**src/rtl/secuenciador_medicion.sv**
```systemverilog
// Measurement sequencer: shared ocle sample tick, settle + counting window, valid/ready result hand-off.
// Optional abort-on-restart in ESPERA/MIDIENDO enabled by defining SECUENCIADOR_ABORTO_EN.
module secuenciador_medicion #(
    parameter int unsigned DIV_CLE       = 50000,
    parameter int unsigned ESPERA_TICKS  = 20,
    parameter int unsigned VENTANA_TICKS = 1000,
    parameter int unsigned CNT_W         = 16
) (
    input  logic             iclk,
    input  logic             ireset,
    input  logic             ipulso_inicio,
    input  logic             ipulso_sensor,
    input  logic             ilisto_tx,
    output logic             ocle,
    output logic [CNT_W-1:0] ocuenta,
    output logic             ovalido,
    output logic             omidiendo,
    output logic             oocupado
);

    localparam int unsigned DIV_W     = (DIV_CLE > 2) ? $clog2(DIV_CLE) : 1;
    localparam int unsigned MAX_TICKS = (ESPERA_TICKS > VENTANA_TICKS) ? ESPERA_TICKS : VENTANA_TICKS;
    localparam int unsigned TICK_W    = $clog2(MAX_TICKS + 1);

    localparam logic [DIV_W-1:0]  DIV_ULT     = DIV_W'(DIV_CLE - 1);
    localparam logic [TICK_W-1:0] ESPERA_ULT  = TICK_W'(ESPERA_TICKS - 1);
    localparam logic [TICK_W-1:0] VENTANA_ULT = TICK_W'(VENTANA_TICKS - 1);
    localparam logic [CNT_W-1:0]  CNT_MAX     = '1;

    typedef enum logic [1:0] {
        REPOSO   = 2'd0,
        ESPERA   = 2'd1,
        MIDIENDO = 2'd2,
        ENTREGA  = 2'd3
    } estado_t;

    estado_t            estado;
    estado_t            estado_sig;
    logic [DIV_W-1:0]   div_q;
    logic [TICK_W-1:0]  tick_q;
    logic [TICK_W-1:0]  tick_d;
    logic [CNT_W-1:0]   pulsos_q;
    logic [CNT_W-1:0]   pulsos_d;
    logic [CNT_W-1:0]   ocuenta_d;
    logic               ovalido_d;
    logic               omidiendo_d;
    logic               oocupado_d;
    logic               aborto;

`ifdef SECUENCIADOR_ABORTO_EN
    assign aborto = ipulso_inicio;
`else
    assign aborto = 1'b0;
`endif

    // Free-running tick divider; ocle is independent of the FSM
    always_ff @(posedge iclk) begin
        if (ireset) begin
            div_q <= '0;
            ocle  <= 1'b0;
        end else begin
            ocle  <= (div_q == DIV_ULT);
            div_q <= (div_q == DIV_ULT) ? '0 : div_q + DIV_W'(1);
        end
    end

    // State register plus tick and pulse counters
    always_ff @(posedge iclk) begin
        if (ireset) begin
            estado   <= REPOSO;
            tick_q   <= '0;
            pulsos_q <= '0;
        end else begin
            estado   <= estado_sig;
            tick_q   <= tick_d;
            pulsos_q <= pulsos_d;
        end
    end

    // Next-state and counter update
    always_comb begin
        estado_sig = estado;
        tick_d     = tick_q;
        pulsos_d   = pulsos_q;
        case (estado)
            REPOSO: begin
                if (ipulso_inicio) begin
                    estado_sig = ESPERA;
                    tick_d     = '0;
                    pulsos_d   = '0;
                end
            end
            ESPERA: begin
                if (aborto) begin
                    estado_sig = REPOSO;
                    tick_d     = '0;
                    pulsos_d   = '0;
                end else if (ocle) begin
                    if (tick_q == ESPERA_ULT) begin
                        estado_sig = MIDIENDO;
                        tick_d     = '0;
                    end else begin
                        tick_d = tick_q + TICK_W'(1);
                    end
                end
            end
            MIDIENDO: begin
                if (aborto) begin
                    estado_sig = REPOSO;
                    tick_d     = '0;
                    pulsos_d   = '0;
                end else begin
                    // Saturating count; a pulse on the final tick still counts
                    if (ipulso_sensor && (pulsos_q != CNT_MAX)) begin
                        pulsos_d = pulsos_q + CNT_W'(1);
                    end
                    if (ocle) begin
                        if (tick_q == VENTANA_ULT) begin
                            estado_sig = ENTREGA;
                            tick_d     = '0;
                        end else begin
                            tick_d = tick_q + TICK_W'(1);
                        end
                    end
                end
            end
            ENTREGA: begin
                if (ovalido && ilisto_tx) begin
                    estado_sig = REPOSO;
                end
            end
            default: begin
                estado_sig = REPOSO;
            end
        endcase
    end

    // Output next values, derived from the upcoming state so outputs align with it
    always_comb begin
        ocuenta_d   = ocuenta;
        ovalido_d   = (estado_sig == ENTREGA);
        omidiendo_d = (estado_sig == MIDIENDO);
        oocupado_d  = (estado_sig != REPOSO);
        if ((estado == REPOSO) && (estado_sig == ESPERA)) begin
            ocuenta_d = '0;
        end else if (aborto && ((estado == ESPERA) || (estado == MIDIENDO))) begin
            ocuenta_d = '0;
        end else if ((estado == MIDIENDO) && (estado_sig == ENTREGA)) begin
            ocuenta_d = pulsos_d;
        end
    end

    // Registered outputs
    always_ff @(posedge iclk) begin
        if (ireset) begin
            ocuenta   <= '0;
            ovalido   <= 1'b0;
            omidiendo <= 1'b0;
            oocupado  <= 1'b0;
        end else begin
            ocuenta   <= ocuenta_d;
            ovalido   <= ovalido_d;
            omidiendo <= omidiendo_d;
            oocupado  <= oocupado_d;
        end
    end

endmodule

```
**config.mk**
```make
export PLATFORM = sky130hd
export DESIGN_NAME = secuenciador_medicion
export DESIGN_NICKNAME = d
export VERILOG_FILES = /design/src/rtl/secuenciador_medicion.sv
export SDC_FILE = /design/constraint.sdc
export NUM_CORES = 1
export LEC_CHECK = 0
export CORE_ASPECT_RATIO = 1.2
export CORE_MARGIN = 3
export CORE_UTILIZATION = 39
export CTS_BUF_LIST = sky130_fd_sc_hd__clkbuf_8
export CTS_CLUSTER_DIAMETER = 200
export CTS_CLUSTER_SIZE = 25
export DETAILED_ROUTE_END_ITERATION = 8
export SYNTH_ARGS = -nofsm -noshare
export SYNTH_HDL_FRONTEND = slang
export SYNTH_SLANG_ARGS = --single-unit
```
**constraint.sdc**
```tcl
create_clock -name iclk -period 2.6 [get_ports iclk]
set_clock_uncertainty 0.2 [all_clocks]
set_input_delay 0.39 -clock iclk [delete_from_list [all_inputs] [get_ports iclk]]
set_output_delay 0.39 -clock iclk [all_outputs]
set_load 0.005 [all_outputs]
```
; Word level (Yosys, flattened, before mapping)
; Cells that the tools add are included.
[classes]
n_addsub = 3
n_eq_ne = 13
muxes = 16
n_reduce_logical = 10
[op_table]
columns = cell, count
row1 = 10-bit 2-to-1 mux, 5
row2 = 16-bit by 1-bit adder with 16-bit output (second input constant), 2
row3 = 16-bit 2-to-1 mux, 2
row4 = 16-bit case mux with 2 select lines, 1
row5 = 10-bit case mux with 3 select lines, 1
row6 = 16-bit equality test (second input constant), 1
row7 = 16-bit != test (second input constant), 1
row8 = 2-bit 2-to-1 mux, 6
row9 = 10-bit by 1-bit adder with 10-bit output (second input constant), 1
row10 = 10-bit equality test (second input constant), 1
row11 = 10-bit by 5-bit equality test with 1-bit output (second input constant), 1
row12 = 2-bit equality test (second input constant), 4
row13 = 2-bit case mux with 4 select lines, 1
row14 = 2-bit != test (second input constant), 3
row15 = 2-bit by 1-bit equality test with 1-bit output (second input constant), 2
row16 = 1-bit logical AND, 4
row17 = 4-bit AND reduction, 1
row18 = 2-bit OR reduction, 2
row19 = 3-bit nonzero test, 1
row20 = 2-bit logical NOT, 1
row21 = 2-bit nonzero test, 1
[word_totals]
register_bits = 64
in_bits = 5
out_inout_bits = 20
elab_cells = 51

; Logic depth before layout (Yosys ltp)
[logic_depth]
word_depth = 7
depth_mapped = 10
ltp_nobuf = 8

; Least setup slack after synthesis
; OpenSTA, ideal clock, no wires.
[synth_path]
kind = flip-flop to flip-flop
from = register estado[0]
to = register ocuenta[6]
setup_time_ns = 0.070
arrival_ns = 1.938
t_required_ns = 2.330
setup_slack_ns = 0.392
path_stages_with_launch = 9
n_path_buf = 1
synth_period_minus_slack_ns = 2.208
cell_sequence = dfxtp_1 inv_1 ha_1 buf_2 and3b_1 nand4_1 and2_1 or4_1 a21oi_1
[synth_via]
elab_chain_len = 6
word_cells_on_any_way = 17
classes_between = 5 x eq/ne / 8 x mux / 4 x reduce/logical
[synth_lines]
columns = item, line
row1 = start: declaration, 37  ; estado_t estado;
row2 = start signal: assignment, 74  ; estado <= estado_sig;
row3 = "2-bit 2-to-1 mux, on equally long branches", "118, 99"
row4 = "2-bit 2-to-1 mux, on equally long branches", "117, 98"
row5 = 2-bit case mux with 4 select lines, 85  ; case (estado)
row6 = 2-bit by 1-bit equality test with 1-bit output, 144  ; if ((estado == REPOSO) && (estado_sig == ESPERA)) begin
row7 = 1-bit logical AND, 144
row8 = 2-bit OR reduction (no line), n/a
row9 = end signal: assignment, 161  ; ocuenta <= ocuenta_d;
row10 = end: declaration, 15  ; output logic [CNT_W-1:0] ocuenta,
; Parallel ways exist; a longest one is shown, timed or not.
; A chain may end at the register's enable or synchronous reset.

; Worst setup path in the final report
[layout_path]
from = register estado[1]
to = register ocuenta[6]
; Same word-level chain as after synthesis.

==> flow_metrics.tcl <==
set metrics [dict create \
    fp-row-count 35 \
    ys_async_sr_fraction 0 \
    vdd_drop_max_uv 320.5 \
    drive_gt1_frac 0.09976 \
    synth_mux_area_frac 0.02026 \
    tightest_slew_ns 0.5004 \
    yosys_warnings 0 \
    synth_seq_cells 64 \
    clk_pin_slew_ns 0.07 \
    synth_cell_types 63 \
    synth_edf_count 0 \
    p_leak_uw 0.001319 \
    synth_simple_gate_area_frac 0.2574 \
    synth-xor-area-share 0.07509 \
    cap_violations 0 \
    worst_slack_ns 0.2018 \
    fin_nets 419 \
    worst_hold_path_type "register to register" \
    yosysTopAreaCell "dfxtp_1" \
    synth.top_cell.area_share 0.4068 \
    grt_antenna_before_repair 0 \
    rsz0062_at_grt "false" \
    arrival_ns 2.47 \
    cts_hold_buf 0 \
    die_h_um 104.4 \
    cts_max_level 3 \
    powerDensity_nw_per_um2 530.4 \
    fin_tns_setup_ns 0 \
    synth_area_sq_um 3149 \
    max-slew-margin-rel 0.6656 \
    wirelength_um 7440 \
    synth_cells 366 \
    drtIter0Drc 119 \
    final_cells 503 \
    setup_viol 0 \
    drcViolationCount 0 \
    crit_path_top_delay_cell "or4_1" \
    start_kind "register" \
    cp.required_ns 2.67 \
    diodes 0 \
    synth-seq-area-share 0.4068 \
    synth_flop_cell "dfxtp_1" \
    ant_nets 0 \
    syn_area_per_cell_sq_um 8.605 \
    place_congestion 0.8920 \
    wl_met3_um 249 \
    routedWlPerCell_um 14.79 \
    area_delta_synth_final_pct 20.06 \
    path_class "register to register" \
    cts.sinks 64 \
    coreArea_sq_um 7751 \
    viasPerCell 5.551 \
    whs_path_depth 1 \
    first_pass_iters 4 \
    synth_top_family_by_area "simple AND/OR/NAND/NOR gates" \
    critPathMaxStageDelay_ns 0.54 \
    route.vias.total 2792 \
    grt_max_degree 22 \
    root_buffer "clkbuf_8" \
    period_minus_slack_ns 2.398 \
    syn_nets 378 \
    io_pins 25 \
    reg2regPathDepth 7 \
    die_w_um 88.03 \
    outcome "finished, final reports clean" \
    synth_fa_ha_area_frac 0.02781 \
    post-route-period-util 0.9224 \
    dieArea_sq_um 9193 \
    cts.repair.resized 0 \
    post_dp_cell_area_sq_um 3588 \
    gr-total-overflow 0 \
    cts_buffers 9 \
    grt_usage 0.1732 \
    power_uw 2005 \
    cts_tree "built" \
    initial_core_util 0.4063 \
    dpl.hpwl_um 5366 \
    drv_slew 0 \
    cp_max_fo 10 \
    clock.fmax_ghz 0.4170 \
    m1WireLength_um 3445 \
    crit_path_cell_trace "inv_1, ha_1, and3b_1, nand4_1, and2_1, or4_1, a21oi_1" \
    pre_cts_slack_ns 0.1404 \
    clk_latency_ns 0.34 \
    yosys-top-cells-area "dfxtp_1, nor2_1, xnor2_1" \
    grt_pass1_vias 2668 \
    cp-end-kind "register" \
    grt_pass1_wl_um 12740 \
    synth_compound_area_frac 0.1820 \
    portBuffers 24 \
    cts_buffer_depth 2 \
    post-route-cell-area_sq_um 3781 \
    wl_met2_um 3573 \
    finalHoldViolCount 0 \
    place_inst 488 \
    topRoutingLayerUsed "met4" \
    post_cts_buffers 0 \
]
==> state kept, by name, summed over array words and instances (netlist names), 2 cells and up <==
register  cells
div_q        16
estado        2
ocuenta      16
pulsos_q     16
tick_q       10
==> through the flow <==
step                utilization  hold slack, ns
floorplan                     -          0.2176
global placement         0.4630          0.2284
detailed placement       0.4630          0.2369
CTS                      0.4872          0.2494
global route             0.4878          0.2740
finish                   0.4878          0.2496
==> synth_stat cells, types with 9 or more instances <==
cell	number
inv_1	13
nand2_1	31
nor2_1	50
dfxtp_1	64
nand3_1	16
xor2_1	10
nor4_1	9
clkbuf_1	9
nand4_1	11
xnor2_1	17
o21ai_0	14
a21oi_1	19
==> critical path, delay by kind of cell (launching register included) <==
| kind | cells | cell delay (ns) |
|---|---|---|
| simple gates | 4 | 1.18 |
| flops | 1 | 0.42 |
| fa+ha+maj | 1 | 0.31 |
| compound gates | 1 | 0.13 |
| buf+inv | 1 | 0.11 |
==> power by group <==
part | internal (uW) | switching (uW) | total, uW
Combinational | 75.1 | 107 | 182
Clock | 455 | 367 | 822
Sequential | 993 | 9.11 | 1000
==> layer usage <==
layer / vias to the layer above / global-route usage
met3: 16 / 0.03249
met2: 55 / 0.2759
li1: 1414 / -
met1: 1307 / 0.2222
met5: - / 0
met4: 0 / 0.08099
==> final cells by class <==
class	instances	area, sq um
repair buffers	41	367.9
well taps	92	115.1
clock inverters	5	50.05
clock buffers	10	137.6
multi-input cells	277	1777
fillers	757	3970
inverters	14	52.55
flip-flops and latches	64	1281
==> final timing paths <==
| kind | from | slack [ns] | endpoint |
|---|---|---|---|
| max | estado[1]$_SDFF_PP0_ | 0.20 | ocuenta[6]$_SDFFE_PP0P_ |
| min | div_q[0]$_SDFF_PP0_ | 0.25 | div_q[0]$_SDFF_PP0_ |
| max reg2reg | estado[1]$_SDFF_PP0_ | 0.20 | ocuenta[6]$_SDFFE_PP0P_ |
| min reg2reg | div_q[0]$_SDFF_PP0_ | 0.25 | div_q[0]$_SDFF_PP0_ |
==> cells in the final DEF (no fill, tap or decap), types with 9 or more instances in the layout <==
master,netlist,layout
dfxtp_1,64,64
nor2_1,50,50
nand2_1,31,31
clkdlybuf4s50_1,0,24
a21oi_1,19,19
xnor2_1,17,17
buf_4,0,17
nand3_1,16,16
inv_1,13,15
o21ai_0,14,14
nand4_1,11,11
xor2_1,10,10
clkbuf_8,0,10
nor4_1,9,9
==> logic make-up after synthesis <==
group	count (synthesis)
AND/OR/NAND/NOR	157
AO/OA/AOI/OAI	80
flip-flops	64
XOR/XNOR	27
buffers and inverters	25
adder cells (fa/ha/maj)	7
multiplexers	6
Power figures use the tool's default switching activity.
